--- src/rtl/fifo_pkg.sv ---
// Shared constants for the single-clock FIFO family: default geometry and read-mode encodings.
package fifo_pkg;
  localparam int DEF_DATA_W = 8;
  localparam int DEF_ADDR_W = 3;
  localparam int FIFO_STD   = 0;
  localparam int FIFO_FWFT  = 1;
endpackage

--- src/rtl/fifo_mem.sv ---
// DEPTH x DATA_W register array: synchronous write port, asynchronous read port.
module fifo_mem
  import fifo_pkg::*;
#(
  parameter int DATA_W = DEF_DATA_W,
  parameter int ADDR_W = DEF_ADDR_W
) (
  input  logic              clk,
  input  logic              wr_en,
  input  logic [ADDR_W-1:0] wr_addr,
  input  logic [DATA_W-1:0] wr_data,
  input  logic [ADDR_W-1:0] rd_addr,
  output logic [DATA_W-1:0] rd_data
);

  // Contents are deliberately not reset; occupancy is tracked by the pointers.
  logic [DATA_W-1:0] mem [2**ADDR_W];

  always_ff @(posedge clk) begin
    if (wr_en) mem[wr_addr] <= wr_data;
  end

  assign rd_data = mem[rd_addr];

endmodule

--- src/rtl/sync_fifo_param.sv ---
// Parametrised single-clock FIFO with standard or first-word-fall-through read,
// programmable almost-full/almost-empty thresholds, flush and overflow/underflow pulses.
module sync_fifo_param
  import fifo_pkg::*;
#(
  parameter int DATA_W   = DEF_DATA_W,
  parameter int ADDR_W   = DEF_ADDR_W,
  parameter int FWFT     = FIFO_STD,
  parameter int AF_LEVEL = (1 << ADDR_W) - 1,
  parameter int AE_LEVEL = 1
) (
  input  logic              clk,
  input  logic              rst_n,
  input  logic              flush,
  input  logic              wr_en,
  input  logic              rd_en,
  input  logic [DATA_W-1:0] buf_in,
  output logic [DATA_W-1:0] buf_out,
  output logic              buf_empty,
  output logic              buf_full,
  output logic              almost_full,
  output logic              almost_empty,
  output logic [ADDR_W:0]   fifo_cnt,
  output logic              overflow,
  output logic              underflow
);

  localparam int DEPTH = 1 << ADDR_W;
  localparam logic [ADDR_W:0] DEPTH_CNT = {1'b1, {ADDR_W{1'b0}}};
  localparam logic [ADDR_W:0] AF_CNT    = AF_LEVEL[ADDR_W:0];
  localparam logic [ADDR_W:0] AE_CNT    = AE_LEVEL[ADDR_W:0];

  if (!(AE_LEVEL >= 1 && AE_LEVEL < AF_LEVEL && AF_LEVEL <= DEPTH)) begin : g_bad_cfg
    $error("sync_fifo_param: need 1 <= AE_LEVEL < AF_LEVEL <= DEPTH");
  end

  logic [ADDR_W-1:0] wr_ptr, rd_ptr;
  logic [ADDR_W:0]   cnt;
  logic [DATA_W-1:0] rd_data;
  logic              rd_ok, wr_ok;

  assign buf_empty    = (cnt == '0);
  assign buf_full     = (cnt == DEPTH_CNT);
  assign almost_full  = (cnt >= AF_CNT);
  assign almost_empty = (cnt <= AE_CNT);
  assign fifo_cnt     = cnt;

  // A read frees a slot in the same edge, so a full FIFO may still accept a write.
  assign rd_ok = rd_en & ~buf_empty;
  assign wr_ok = wr_en & (~buf_full | rd_ok);

  fifo_mem #(
    .DATA_W (DATA_W),
    .ADDR_W (ADDR_W)
  ) u_mem (
    .clk     (clk),
    .wr_en   (wr_ok & rst_n & ~flush),
    .wr_addr (wr_ptr),
    .wr_data (buf_in),
    .rd_addr (rd_ptr),
    .rd_data (rd_data)
  );

  always_ff @(posedge clk) begin
    if (!rst_n) begin
      wr_ptr    <= '0;
      rd_ptr    <= '0;
      cnt       <= '0;
      overflow  <= 1'b0;
      underflow <= 1'b0;
    end else if (flush) begin
      wr_ptr    <= '0;
      rd_ptr    <= '0;
      cnt       <= '0;
      overflow  <= 1'b0;
      underflow <= 1'b0;
    end else begin
      if (wr_ok) wr_ptr <= wr_ptr + 1'b1;
      if (rd_ok) rd_ptr <= rd_ptr + 1'b1;
      case ({wr_ok, rd_ok})
        2'b10:   cnt <= cnt + 1'b1;
        2'b01:   cnt <= cnt - 1'b1;
        default: cnt <= cnt;
      endcase
      overflow  <= wr_en & ~wr_ok;
      underflow <= rd_en & ~rd_ok;
    end
  end

  if (FWFT == FIFO_FWFT) begin : g_fwft
    assign buf_out = rd_data;
  end else begin : g_std
    logic [DATA_W-1:0] out_q;
    always_ff @(posedge clk) begin
      if (!rst_n)              out_q <= '0;
      else if (!flush && rd_ok) out_q <= rd_data;
    end
    assign buf_out = out_q;
  end

endmodule

--- config.mk ---
export PLATFORM = sky130hd
export DESIGN_NAME = sync_fifo_param
export DESIGN_NICKNAME = d
export VERILOG_FILES = /design/src/rtl/fifo_pkg.sv /design/src/rtl/fifo_mem.sv /design/src/rtl/sync_fifo_param.sv
export SDC_FILE = /design/constraint.sdc
export NUM_CORES = 1
export LEC_CHECK = 0
export ABC_AREA = 1
export CAP_MARGIN = 40
export CORE_ASPECT_RATIO = 0.6
export CORE_MARGIN = 2
export CORE_UTILIZATION = 50
export DETAILED_ROUTE_END_ITERATION = 10
export PLACE_DENSITY = 0.73
export SETUP_SLACK_MARGIN = 0.5
export SLEW_MARGIN = 20
export SYNTH_ARGS = -nofsm -noshare
export SYNTH_HDL_FRONTEND = slang
export SYNTH_SLANG_ARGS = --single-unit
--- constraint.sdc ---
create_clock -name clk -period 2 [get_ports clk]
set_input_delay 0.3 -clock clk [delete_from_list [all_inputs] [get_ports clk]]
set_output_delay 0.3 -clock clk [all_outputs]
set_load 0.03 [all_outputs]
==> results.md <==
- The post-synthesis area per instance is 9.83 µm².
- Clock-pin slew was measured on the worst setup and hold paths at 0.06 ns.
- The number of nets handed over by synthesis was 394.
- The number of warnings printed during yosys synthesis is 0.
- The final count of hold timing violations is 0.
- Measured along the y axis, the die boundary spans 70.5 µm.
- The fraction of the cycle the final worst path needs is around 93%.
- Routability-driven placement finished with a final weighted congestion of between 0.8 and 0.9.
- The maximum clock insertion buffer count is 2.
- The final critical path time including I/O delays and setup is approximately 1.9 ns.
- In this run the remaining antenna-violating nets after routing total 0.
- Setup repair after global routing could not meet its margin everywhere.
- For the final routed database, the setup TNS stands at 0 ns.
- The worst pin sits at a relative slew slack of around two thirds.
- The total of buffers placed on input and output ports is 30.
- The number of cells in the design after placement is roughly 500.
- Static timing analysis puts the maximum clock frequency at about 540 MHz.
- After detailed routing, the total wire length is just under 10000 µm.
- The final-report max-slew violation count is 0.
- The site row count is 24.
- The CTS tree is yes.
- The detailed-route wire length per cell is 18.1 µm.
- The worst register-to-register path begins at fifo_cnt[0].
- The finished cells cover between 5000 and 6000 µm².
- The insertion delay to the later sink of the worst-skew pair is between 0.3 and 0.4 ns.
- The number of global-route vias before repair is 2774.
- The cell seen most often among critical-path stages is sky130_fd_sc_hd__ha_4.
- The placed wire-length estimate is 5920 µm.
- Using the TritonRoute via totals, the vias-per-cell ratio works out to approximately 5.4.
- The analysis attributes to cell leakage a power of roughly 2.1 nW.
- For this block, the initial DRC count from the detailed router was 277.
- The worst setup path is captured at a register.
- The number of distinct standard cells referenced by the synthesized netlist is 28.
- For this run, the number of standard cells in the final layout without fillers is about 540.
- The total number of vias is just under 3000.
- The chip width is 115 µm.
- The highest net fanout along the worst path is 5.
- The number of antenna violations at the first check in global routing was 0.
- The critical path in this run is classified as reg2reg.
- The arrival time of the worst setup path is ~2.1 ns.
- The first TritonRoute pass finished after 4 iterations.
- Across all setup checks in the final design, the least slack found is between 0.1 and 0.15 ns.
- The flow ran to the end, and the final reports show no timing, DRC or antenna violations.
- The largest single stage delay on the critical path is around 0.36 ns.
- The worst hold slack is 0.463 ns.
- In this run the critical register-to-register path is captured at fifo_cnt[3].
- Setup violations remaining at the end of the flow were counted as 0.
- The part of the Yosys area used for sequential elements is a little over three fifths.
- The worst-case IR drop observed on VDD is about 490 µV.
- At the worst endpoint, the required time is about 2.3 ns.
- The clock net in this run drives a total of 84 sinks.
- The share of final-layout standard cells stronger than drive strength 1 is ~26%.
- The global-route wire length before repair is between 10000 and 15000 µm.
- Dividing total power by cell area gives a power density of ~800 nW/µm².
- In this run, synthesis produced a sequential element count of 84.
- For this run, the post-layout net count is 461.
- The endpoint of the most critical setup path is fifo_cnt[3].
- The master of the slowest instance on the critical path is sky130_fd_sc_hd__dfxtp_4.
- The total placed instance area is approximately 4300 µm².
- Across the run, the number of max-cap violations was 0.
- The global route total overflow is 0.
- The count of cells along the worst register-to-register path is 12.
- The antenna diode instance count is 0.
- The area growth from synthesis to layout is 36.3%.
- After floorplanning, the core was sized to cover approximately 7200 µm².
- The launching element type of the critical path is a register.
- Before CTS, the worst setup slack after placement is -0.0601 ns.
- In the routed design, unresolved DRC markers number 0.
- The clock tree synthesis step divided the H-tree into 3 levels.
- The critical path starts at fifo_cnt[0].
- The clock skew is roughly 0.0099 ns.
- For this design the top-level I/O count stands at 31.
- The min-delay analysis places its worst path in the category reg2reg.
- The setup slack on the worst flop-to-flop path is about 0.14 ns.
- The starting density of the core is a little over 50%.
- Synthesis produced a netlist whose cell count is 375.
- Entering global routing, the biggest net connects 35 pins.
- The number of CTS-inserted buffers is 9.
- The overall fraction of global-route tracks in use is 25.6%.
- The pin slew with the least headroom to its limit is a little under 0.5 ns.
- The cts-stage hold buffer count is 0.
- The die covers about 8100 µm².
- The signal on the critical path passes through clkinv_4 > ha_4 > buf_4 > nand3_4 > nand2_4 > inv_1 > ha_4 > nor2_4 > nand4_1 > nand2_1 > o21ai_1 > a21oi_1.
- After synthesis the cells add up to 3680 µm².
- The tree is rooted in a sky130_fd_sc_hd__clkbuf_16.
## state kept, by name (all words and copies together) (netlist names)
signal / flops
wr_ptr: 3
u_mem.mem: 64
rd_ptr: 3
buf_out: 8
overflow: 1
fifo_cnt: 4
underflow: 1
## layout by cell type (no fill, tap or decap), types with 4 or more instances in the layout
master	instances
sky130_fd_sc_hd__a21oi_2	5
sky130_fd_sc_hd__nor3_4	9
sky130_fd_sc_hd__nor2_1	9
sky130_fd_sc_hd__buf_6	8
sky130_fd_sc_hd__inv_2	4
sky130_fd_sc_hd__nand2_1	87
sky130_fd_sc_hd__nand3_1	44
sky130_fd_sc_hd__nand2_2	10
sky130_fd_sc_hd__a21oi_1	10
sky130_fd_sc_hd__buf_4	22
sky130_fd_sc_hd__dlygate4sd2_1	12
sky130_fd_sc_hd__dfxtp_1	16
sky130_fd_sc_hd__clkdlybuf4s50_1	12
sky130_fd_sc_hd__inv_1	58
sky130_fd_sc_hd__inv_4	4
sky130_fd_sc_hd__o21ai_0	5
sky130_fd_sc_hd__edfxtp_1	64
sky130_fd_sc_hd__nand3_4	4
sky130_fd_sc_hd__clkbuf_16	9
sky130_fd_sc_hd__buf_12	9
## routing by layer
layer | share of wire (%) | global-route usage [%] | vias up
met2 | 45 | 36.9 | 159
met1 | 41 | 36.9 | 1381
met4 | 1.8 | 7.90 | 0
met3 | 11 | 8.42 | 17
li1 | - | - | 1357
met5 | 0 | 0 | -
## power breakdown
part           total [mW]  internal [mW]  switching (mW)
clock                1.65           1.00           0.653
sequential           1.91           1.89          0.0138
combinational       0.413          0.166           0.247
total                3.98           3.06           0.913
## how the worst min path moves through the flow
stage | cells after the start | startpoint | slack, ns | endpoint
6_report | 2 | buf_out[4] | 0.46 | buf_out[4]
5_1_grt | 2 | buf_out[4] | 0.48 | buf_out[4]
4_1_cts | 2 | buf_out[4] | 0.46 | buf_out[4]
3_5_place_dp | 2 | buf_out[4] | 0.45 | buf_out[4]
3_3_place_gp | 2 | buf_out[2] | 0.45 | buf_out[2]
2_1_floorplan | 0 | buf_in[0] | 0.40 | u_mem.mem[0][0]
## synth_stat cells
cell                       count  area share (%)
sky130_fd_sc_hd__nor2_4        1            0.31
sky130_fd_sc_hd__nor3_1       10             1.4
sky130_fd_sc_hd__and3_1        1            0.17
sky130_fd_sc_hd__a21oi_2       1            0.24
sky130_fd_sc_hd__inv_4         1            0.17
sky130_fd_sc_hd__buf_6         1            0.31
sky130_fd_sc_hd__edfxtp_1     64              52
sky130_fd_sc_hd__clkinv_1      1            0.10
sky130_fd_sc_hd__nand2_2       2            0.34
sky130_fd_sc_hd__nand3_2       1            0.27
sky130_fd_sc_hd__nor2_1       10             1.0
sky130_fd_sc_hd__inv_1        63             6.4
sky130_fd_sc_hd__nand3_1      50             6.8
sky130_fd_sc_hd__nor2_8        1            0.54
sky130_fd_sc_hd__o21ai_0       9             1.2
sky130_fd_sc_hd__nor3_2        1            0.27
sky130_fd_sc_hd__inv_2         4            0.41
sky130_fd_sc_hd__dfxtp_1      20              11
sky130_fd_sc_hd__a21oi_1      14             1.9
sky130_fd_sc_hd__nand2_1      96             9.8
sky130_fd_sc_hd__xor2_1        2            0.48
sky130_fd_sc_hd__nand2_4       2            0.61
sky130_fd_sc_hd__buf_4         3            0.61
sky130_fd_sc_hd__ha_1          6             2.0
sky130_fd_sc_hd__clkinv_2      1            0.14
sky130_fd_sc_hd__o21a_1        1            0.20
sky130_fd_sc_hd__buf_2         7            0.95
sky130_fd_sc_hd__nand4_1       2            0.34
## worst max-delay path: cells and delay by family (launching register included)
| family | cells | cell delay [ns] |
|---|---|---|
| compound gates | 2 | 0.22 |
| flops | 1 | 0.36 |
| simple gates | 5 | 0.44 |
| fa+ha+maj | 2 | 0.42 |
| buf+inv | 3 | 0.34 |
## what timing repair did
item,CTS,global route
cloned,0,1
gates resized for setup,44,48
setup endpoints to repair,89,87
buffers inserted,15,11
pin swaps,16,14
## per-stage QoR
stage / util (%) / power, mW
floorplan: - / 2.13
global placement: 59.4 / 2.25
detailed placement: 59.4 / 2.26
CTS: 66.3 / 3.92
global route: 69.7 / 4.09
finish: 69.7 / 3.98
## layout make-up
| cell class | instances | area (µm²) |
|---|---|---|
| Multi-Input combinational cell | 211 | 1290 |
| Inverter | 70 | 290 |
| Timing Repair Buffer | 66 | 698 |
| Clock inverter | 4 | 51.3 |
| Clock buffer | 12 | 246 |
| Fill cell | 518 | 2180 |
| Sequential cell | 84 | 2330 |
| Tap cell | 91 | 114 |
## cells by family after synthesis
logic type	count (synthesis)	share of synthesized area (%)
flip-flops	84	63.0
AND/OR/NAND/NOR	177	21.8
adder cells (fa/ha/maj)	6	2.04
AO/OA/AOI/OAI	25	3.57
XOR/XNOR	2	0.475
buffers and inverters	81	9.10
(Power assumes the default switching activity.)
